## config.mk

```make
export PLATFORM = sky130hd
export DESIGN_NAME = bus_arbiter
export DESIGN_NICKNAME = d
export VERILOG_FILES = /design/src/rtl/bus_arbiter_pkg.sv /design/src/rtl/bus_timeout_cnt.sv /design/src/rtl/bus_arbiter.sv
export SDC_FILE = /design/constraint.sdc
export NUM_CORES = 1
export LEC_CHECK = 0
export CAP_MARGIN = 10
export CELL_PAD_IN_SITES_DETAIL_PLACEMENT = 0
export CELL_PAD_IN_SITES_GLOBAL_PLACEMENT = 2
export CORE_MARGIN = 5
export CORE_UTILIZATION = 24
export DETAILED_ROUTE_END_ITERATION = 7
export PLACE_DENSITY = 0.94
export SYNTH_ARGS = -nofsm -noshare
export SYNTH_HDL_FRONTEND = slang
export SYNTH_HIERARCHICAL = 1
export SYNTH_SLANG_ARGS = --single-unit
```

## constraint.sdc

```tcl
create_clock -name clk -period 6.1 [get_ports clk]
set_input_delay 1.22 -clock clk [delete_from_list [all_inputs] [get_ports clk]]
set_output_delay 1.22 -clock clk [all_outputs]
set_load 0.02 [all_outputs]
```

## src/rtl/bus_arbiter_pkg.sv

```systemverilog
// Shared types and constants for the IF/MEM bus arbiter.
//   arb_state_e : arbiter FSM state encoding (2 bits)
//   ZeroWord    : all-zero 32-bit word used for cleared data paths
//   TimeoutW    : width of the bus timeout counter
package bus_arbiter_pkg;

  localparam int unsigned TimeoutW = 8;
  localparam logic [31:0] ZeroWord = 32'h0000_0000;

  typedef enum logic [1:0] {
    StIdle  = 2'd0,
    StIf    = 2'd1,
    StMem   = 2'd2,
    StDrain = 2'd3
  } arb_state_e;

endpackage

```

## src/rtl/bus_timeout_cnt.sv

```systemverilog
// Bus access watchdog. Counts cycles while an access is outstanding and flags
// expiry on the cycle the count reaches TIMEOUT_CYCLES-1.
//   clk, rst   : clock, synchronous active-high reset
//   clear_i    : zero the count (takes priority over enable_i)
//   enable_i   : count this cycle
//   expire_o   : access has been outstanding for TIMEOUT_CYCLES cycles
module bus_timeout_cnt
  import bus_arbiter_pkg::*;
#(
  parameter int unsigned TIMEOUT_CYCLES = 255
) (
  input  logic clk,
  input  logic rst,
  input  logic clear_i,
  input  logic enable_i,
  output logic expire_o
);

  localparam logic [TimeoutW-1:0] ExpireAt = TimeoutW'(TIMEOUT_CYCLES - 1);

  logic [TimeoutW-1:0] cnt_q;

  always_ff @(posedge clk) begin
    if (rst) begin
      cnt_q <= '0;
    end else if (clear_i) begin
      cnt_q <= '0;
    end else if (enable_i) begin
      cnt_q <= cnt_q + TimeoutW'(1);
    end
  end

  assign expire_o = enable_i && (cnt_q == ExpireAt);

endmodule

```

## src/rtl/bus_arbiter.sv

```systemverilog
// Shares one single-port Wishbone-style bus between instruction fetch (IF) and
// load/store (MEM). MEM has fixed priority; an access is never preempted.
//   clk, rst                     : clock, synchronous active-high reset
//   if_req_i/if_addr_i           : fetch request, held until if_ack_o
//   if_rdata_o/if_ack_o          : fetched word and one-cycle completion pulse
//   flush_i                      : cancels the outstanding fetch (data discarded)
//   mem_req_i/we/sel/addr/wdata  : load/store request, held until mem_ack_o
//   mem_rdata_o/mem_ack_o        : load data (0 for stores) and completion pulse
//   err_o                        : qualifies the same-cycle ack as a timeout
//   stall_if_o/stall_mem_o       : per-stage stall requests
//   bus_*                        : registered bus master signals, bus_rdata_i/bus_ack_i slave side
module bus_arbiter
  import bus_arbiter_pkg::*;
#(
  parameter int unsigned TIMEOUT_CYCLES = 255
) (
  input  logic        clk,
  input  logic        rst,
  input  logic        if_req_i,
  input  logic [31:0] if_addr_i,
  output logic [31:0] if_rdata_o,
  output logic        if_ack_o,
  input  logic        flush_i,
  input  logic        mem_req_i,
  input  logic        mem_we_i,
  input  logic [3:0]  mem_sel_i,
  input  logic [31:0] mem_addr_i,
  input  logic [31:0] mem_wdata_i,
  output logic [31:0] mem_rdata_o,
  output logic        mem_ack_o,
  output logic        err_o,
  output logic        stall_if_o,
  output logic        stall_mem_o,
  output logic        bus_cyc_o,
  output logic        bus_stb_o,
  output logic        bus_we_o,
  output logic [3:0]  bus_sel_o,
  output logic [31:0] bus_addr_o,
  output logic [31:0] bus_wdata_o,
  input  logic [31:0] bus_rdata_i,
  input  logic        bus_ack_i
);

  arb_state_e  state_q;
  logic        cyc_q, we_q, if_ack_q, mem_ack_q, err_q;
  logic [3:0]  sel_q;
  logic [31:0] addr_q, wdata_q, if_rdata_q, mem_rdata_q;
  logic        expire;
  logic        mem_go, if_go;

  bus_timeout_cnt #(
    .TIMEOUT_CYCLES(TIMEOUT_CYCLES)
  ) u_timeout (
    .clk      (clk),
    .rst      (rst),
    .clear_i  (state_q == StIdle),
    .enable_i (state_q != StIdle),
    .expire_o (expire)
  );

  // A requester being acked this cycle still holds req; ignore it so the same
  // access is not issued twice.
  assign mem_go = mem_req_i && !mem_ack_q;
  assign if_go  = if_req_i && !if_ack_q && !flush_i;

  always_ff @(posedge clk) begin
    if (rst) begin
      state_q     <= StIdle;
      cyc_q       <= 1'b0;
      we_q        <= 1'b0;
      sel_q       <= 4'h0;
      addr_q      <= ZeroWord;
      wdata_q     <= ZeroWord;
      if_ack_q    <= 1'b0;
      mem_ack_q   <= 1'b0;
      err_q       <= 1'b0;
      if_rdata_q  <= ZeroWord;
      mem_rdata_q <= ZeroWord;
    end else begin
      if_ack_q  <= 1'b0;
      mem_ack_q <= 1'b0;
      err_q     <= 1'b0;
      unique case (state_q)
        StIdle: begin
          if (mem_go) begin
            state_q <= StMem;
            cyc_q   <= 1'b1;
            we_q    <= mem_we_i;
            sel_q   <= mem_sel_i;
            addr_q  <= mem_addr_i;
            wdata_q <= mem_wdata_i;
          end else if (if_go) begin
            state_q <= StIf;
            cyc_q   <= 1'b1;
            we_q    <= 1'b0;
            sel_q   <= 4'hF;
            addr_q  <= if_addr_i;
            wdata_q <= ZeroWord;
          end
        end
        StIf: begin
          if (flush_i) begin
            // Cancelled fetch: the slave must still finish the cycle.
            if (bus_ack_i || expire) begin
              state_q <= StIdle;
              cyc_q   <= 1'b0;
            end else begin
              state_q <= StDrain;
            end
          end else if (bus_ack_i) begin
            state_q    <= StIdle;
            cyc_q      <= 1'b0;
            if_ack_q   <= 1'b1;
            if_rdata_q <= bus_rdata_i;
          end else if (expire) begin
            state_q    <= StIdle;
            cyc_q      <= 1'b0;
            if_ack_q   <= 1'b1;
            err_q      <= 1'b1;
            if_rdata_q <= ZeroWord;
          end
        end
        StMem: begin
          if (bus_ack_i) begin
            state_q     <= StIdle;
            cyc_q       <= 1'b0;
            mem_ack_q   <= 1'b1;
            mem_rdata_q <= we_q ? ZeroWord : bus_rdata_i;
          end else if (expire) begin
            state_q     <= StIdle;
            cyc_q       <= 1'b0;
            mem_ack_q   <= 1'b1;
            err_q       <= 1'b1;
            mem_rdata_q <= ZeroWord;
          end
        end
        StDrain: begin
          if (bus_ack_i || expire) begin
            state_q <= StIdle;
            cyc_q   <= 1'b0;
          end
        end
        default: state_q <= StIdle;
      endcase
    end
  end

  assign bus_cyc_o   = cyc_q;
  assign bus_stb_o   = cyc_q;
  assign bus_we_o    = we_q;
  assign bus_sel_o   = sel_q;
  assign bus_addr_o  = addr_q;
  assign bus_wdata_o = wdata_q;
  assign if_ack_o    = if_ack_q;
  assign if_rdata_o  = if_rdata_q;
  assign mem_ack_o   = mem_ack_q;
  assign mem_rdata_o = mem_rdata_q;
  assign err_o       = err_q;
  assign stall_if_o  = if_req_i && !if_ack_q;
  assign stall_mem_o = mem_req_i && !mem_ack_q;

  // Requests must be held until acked (a flushed fetch may drop its request).
  a_mem_req_held: assert property (@(posedge clk) disable iff (rst)
    (state_q == StMem) |-> mem_req_i);
  a_if_req_held: assert property (@(posedge clk) disable iff (rst)
    (state_q == StIf && !flush_i) |-> if_req_i);

endmodule

```

# == Word-level counts from Yosys, hierarchy flattened ==
# Cells that the tools add are included.
# W data, S select, Z words.
# totals
wordCells,73
reg_bits,147
output_inout_bits,140
inputBits,139
# op_classes
n_addsub,1
eq_ne,6
n_mux,32
reduce_logical,19
bitwise,3
# op_table
op,n
$mux W32,8
$mux W2,7
$mux W1,12
$add A8 B1 Y8 const B,1
$eq A8 B8 Y1 const B,1
$mux W4,2
$pmux W2 S4,1
$reduce_and A2 Y1,3
$reduce_bool A2 Y1,3
$eq A2 B2 Y1 const B,2
$logic_and A1 B1 Y1,4
$pmux W1 S4,1
$reduce_or A2 Y1,2
$logic_not A1 Y1,3
$ne A3 B3 Y1 const B,1
$not A1 Y1,3
$reduce_and A3 Y1,1
$reduce_or A3 Y1,1
$eq A2 B1 Y1 const B,1
$logic_not A2 Y1,1
$ne A2 B2 Y1 const B,1
$pmux W1 S2,1
$logic_or A1 B1 Y1,1

# == Logic depth before layout (Yosys ltp) ==
# logic_depth
ltp_word,6
depth_mapped,11
ltp_nobuf,8

# == Cells and area by module ==
# Netlist, hierarchy kept.
# by_module_without_submodules
module,n_inst,area_per_inst_um2,seq_area_each_um2,cells_each
bus_arbiter,1,5327.6,2782.7,604
bus_timeout_cnt,1,377.9,160.2,42

# == Worst setup path after synthesis ==
# Ideal clock, no wire load.
# synth_path
kind,input to output
startpoint,input port mem_req_i
endpoint,output port stall_mem_o
t_required_ns,4.880
cell_stages,4
t_arrival_ns,1.718
n_path_buf,2
path_slack_ns,3.162
cell_sequence,nand2b_1 -> buf_2 -> inv_2 -> buf_2
# synth_between
elab_chain_cells,1
# synth_lines
element,line_no,text
from (decl),bus_arbiter.sv:24,"input logic mem_req_i,"
$logic_and A1 B1 Y1,bus_arbiter.sv:160,assign stall_mem_o = mem_req_i && !mem_ack_q;
to (decl),bus_arbiter.sv:33,"output logic stall_mem_o,"
# Every way passes these cells.

# == Final worst setup path ==
# Same ends and word-level chain as after synthesis.

==> flow_summary.yaml <==
outcome:
  status: "finished clean"
clock_network:
  clock_latency_ns: 0.42
  cts_made_buffers: 17
  ctsResizeCount: 0
  clock_sinks: 147
  post_cts_buffers: 0
  clockBufferDepth: 2
  root_buffer: "clkbuf_16"
  postCtsHoldBufs: 0
  htree_levels: 4
  cts_tree: "built"
  clkTransAtPathRegs_ns: 0.07
route:
  viasPerCell: 4.654
  dr_total_vias: 5692
  drt_iter0_drc: 283
  wirelength_um: 21010
  dr.pass1.iters: 4
  routedWlPerCell_um: 17.18
  drc: 0
  antenna_left: 0
yosys:
  synthDistinctLibCells: 45
  seq_area_frac_synth_pct: 51.58
  synth_nets: 791
  ys.warnings.count: 6
  synth_ff_type: "dfxtp_1"
  synth-async-reset-ratio_pct: 0
  synth_cells: 646
  synth_edf_count: 0
  ys_seq_elements: 147
  syn_avg_cell_area_sq_um: 8.832
  syn-cell-area_sq_um: 5705
power_and_ir_drop:
  cellPowerDensity_nw_per_um2: 357.7
  seqPwrFrac_pct: 35.8
  p_switching_mw: 1.176
  switching_share_pct: 35.52
  internal_power_mw: 2.134
  leakage_nw: 3.290
  p_clk_share_pct: 31.3
  peakVddDrop_mv: 0.1479
  p_comb_share_pct: 32.9
grt:
  grtUsageMet2_pct: 24.87
  grtUsageMet3_pct: 4.442
  grt_pass1_wl_um: 32320
  grt_max_degree: 60
  antenna_found_initial: 1
  grt_pass1_vias: 5589
  grt_use_total_pct: 15.18
  grt.met1_usage_pct: 19.38
  grt_overflow: 0
  grt.busiest_layer: "met2"
setup_path:
  worstPathArrival_ns: 2.99
  rr_endpoint: "state_q[1]"
  cp_slowest_cell: "clkdlybuf4s50_1"
  ff2ff_path_depth: 9
  worstReg2RegStart: "state_q[1]"
  worstPathRequired_ns: 4.88
  end_kind: "output pin"
  cp_max_fo: 33
  cpPeakStageDelay_ns: 0.72
  cp_cell_sequence: "clkdlybuf4s50_1 > nand2b_1 > inv_2 > clkdlybuf4s50_1"
  crit_path_frequent_cell: "clkdlybuf4s50_1"
  worstSetupPathType: "in2out"
  start_kind: "input pin"
  crit_family: "buffers and inverters"
  crit_buf_inv: 3
  rrSetupSlack_ns: 3.33
sta:
  fin_hold_ws_ns: 0.4663
  skew_ns: 0.01543
  finalCriticalPeriod_ns: 4.208
  max_freq_mhz: 237.7
  relSlewSlack_pct: 45.70
  period_share_pct: 68.98
  slew_viol_final: 0
  rsz0062_at_grt: "false"
  finalHoldViolations: 0
  setup_viol: 0
  fin_tns_setup_ns: 0
  worst_pin_slew_ns: 0.8116
place:
  dp_hpwl_um: 14580
  place.gp.congestion: 0.7831
  portBuffers: 278
die:
  rows: 56
  die_area_sq_um: 26960
  initial_core_util_pct: 24.31
  die_h_um: 164.2
  core_sq_um: 23470
  ioPinCount: 279
  die_w_um: 164.2
layout:
  area_delta_synth_final_pct: 62.13
  num_antenna_cells: 0
  drive_gt1_share_pct: 6.527
  layout.cells.most_common: "clkdlybuf4s50_1"
  layout.nets: 1036
  final.fill_count: 2383
  final_cell_mix: "clkdlybuf4s50_1, dfxtp_1, nand2_1"
hold_path:
  min_path_type: "reg2reg"
  hold_end: "bus_wdata_o[19]"
  min_from: "bus_wdata_o[19]"
  min_path_cells: 2
run:
  cap_violations: 0
## layer usage
metal	wire length [um]	share of wire (%)
met3	1374	6.5
met2	10350	49
met1	8944	43
met5	13	0.062
met4	328	1.6
## final cells by class
class | instances | area [sq um] | share of cell area (%)
inverters | 7 | 26.28 | 0.2841
clock inverters | 15 | 162.7 | 1.758
well taps | 319 | 399.1 | 4.315
clock buffers | 17 | 425.4 | 4.599
multi-input cells | 430 | 2439 | 26.36
repair buffers | 288 | 2855 | 30.87
flip-flops and latches | 147 | 2943 | 31.81
## synth_stat cells, types with 2 or more instances
| cell | instances | area [sq um] |
|---|---|---|
| a211oi_1 | 2 | 15.01 |
| a21o_1 | 2 | 15.01 |
| a21oi_1 | 69 | 345.3 |
| a22o_1 | 32 | 280.3 |
| a311oi_1 | 33 | 289.0 |
| and3b_1 | 2 | 17.52 |
| buf_1 | 3 | 11.26 |
| buf_2 | 29 | 145.1 |
| buf_4 | 6 | 45.04 |
| buf_6 | 2 | 22.52 |
| clkbuf_1 | 22 | 82.58 |
| dfxtp_1 | 147 | 2943 |
| ha_1 | 6 | 75.07 |
| inv_1 | 6 | 22.52 |
| nand2_1 | 134 | 503.0 |
| nand2b_1 | 2 | 12.51 |
| nand3_1 | 34 | 170.2 |
| nand4_1 | 4 | 25.02 |
| nor2_1 | 7 | 26.28 |
| nor3_1 | 35 | 175.2 |
| o21ai_0 | 37 | 185.2 |
| o221a_2 | 4 | 45.04 |
| or2_2 | 2 | 12.51 |
| or3_1 | 3 | 18.77 |
| xor2_1 | 3 | 26.28 |
## power by group through the flow
stage          clock, mW  combinational (mW)  sequential [mW]
2_1_floorplan          0               0.459             1.36
3_3_place_gp           0                1.10             1.20
3_5_place_dp           0                1.10             1.21
4_1_cts             1.07                1.11             1.19
5_1_grt             1.12                1.17             1.20
6_report            1.04                1.09             1.19
## cells by family (layout without fill, tap and decap cells)
| kind of cell | after synthesis | count (layout) | synth area share (%) |
|---|---|---|---|
| simple gates | 233 | 233 | 18.84 |
| compound gates | 187 | 187 | 21.82 |
| flops | 147 | 147 | 51.58 |
| buf+inv | 69 | 327 | 5.833 |
| fa+ha+maj | 6 | 6 | 1.316 |
| xor+xnor | 4 | 4 | 0.6141 |
## sequential cells by signal (all words and copies together) (netlist names)
signal,flops
mem_rdata_o,32
if_ack_o,1
if_rdata_o,32
bus_addr_o,32
bus_sel_o,4
bus_we_o,1
u_timeout/cnt_q,8
bus_cyc_o,1
bus_wdata_o,32
err_o,1
state_q,2
mem_ack_o,1
## per-stage QoR
step | worst slack [ns] | util [%] | cell area, sq um | total power, mW | instances
global route | 1.790 | 39.41 | 9250 | 3.492 | 1223
global placement | 1.880 | 36.90 | 8662 | 2.300 | 1191
finish | 1.892 | 39.41 | 9250 | 3.309 | 1223
detailed placement | 1.887 | 36.90 | 8662 | 2.310 | 1191
CTS | 1.885 | 39.41 | 9250 | 3.364 | 1223
floorplan | 3.162 | - | 5705 | 1.823 | 646
## worst max path at each step
stage | from | to | slack, ns | cells after the start
after detailed placement | mem_req_i | stall_mem_o | 1.89 | 4
after floorplan | mem_req_i | stall_mem_o | 3.16 | 4
after CTS | mem_req_i | stall_mem_o | 1.89 | 4
after global routing | mem_req_i | stall_mem_o | 1.79 | 4
final | mem_req_i | stall_mem_o | 1.89 | 4
after global placement | mem_req_i | stall_mem_o | 1.88 | 4
## worst min-delay path: cells and delay by family, from the launching register on
kind,cells,cell delay (ns)
AND/OR/NAND/NOR,1,0.06
flip-flops,1,0.31
AO/OA/AOI/OAI,1,0.05
No activity file was read; power rests on OpenSTA's default activity.
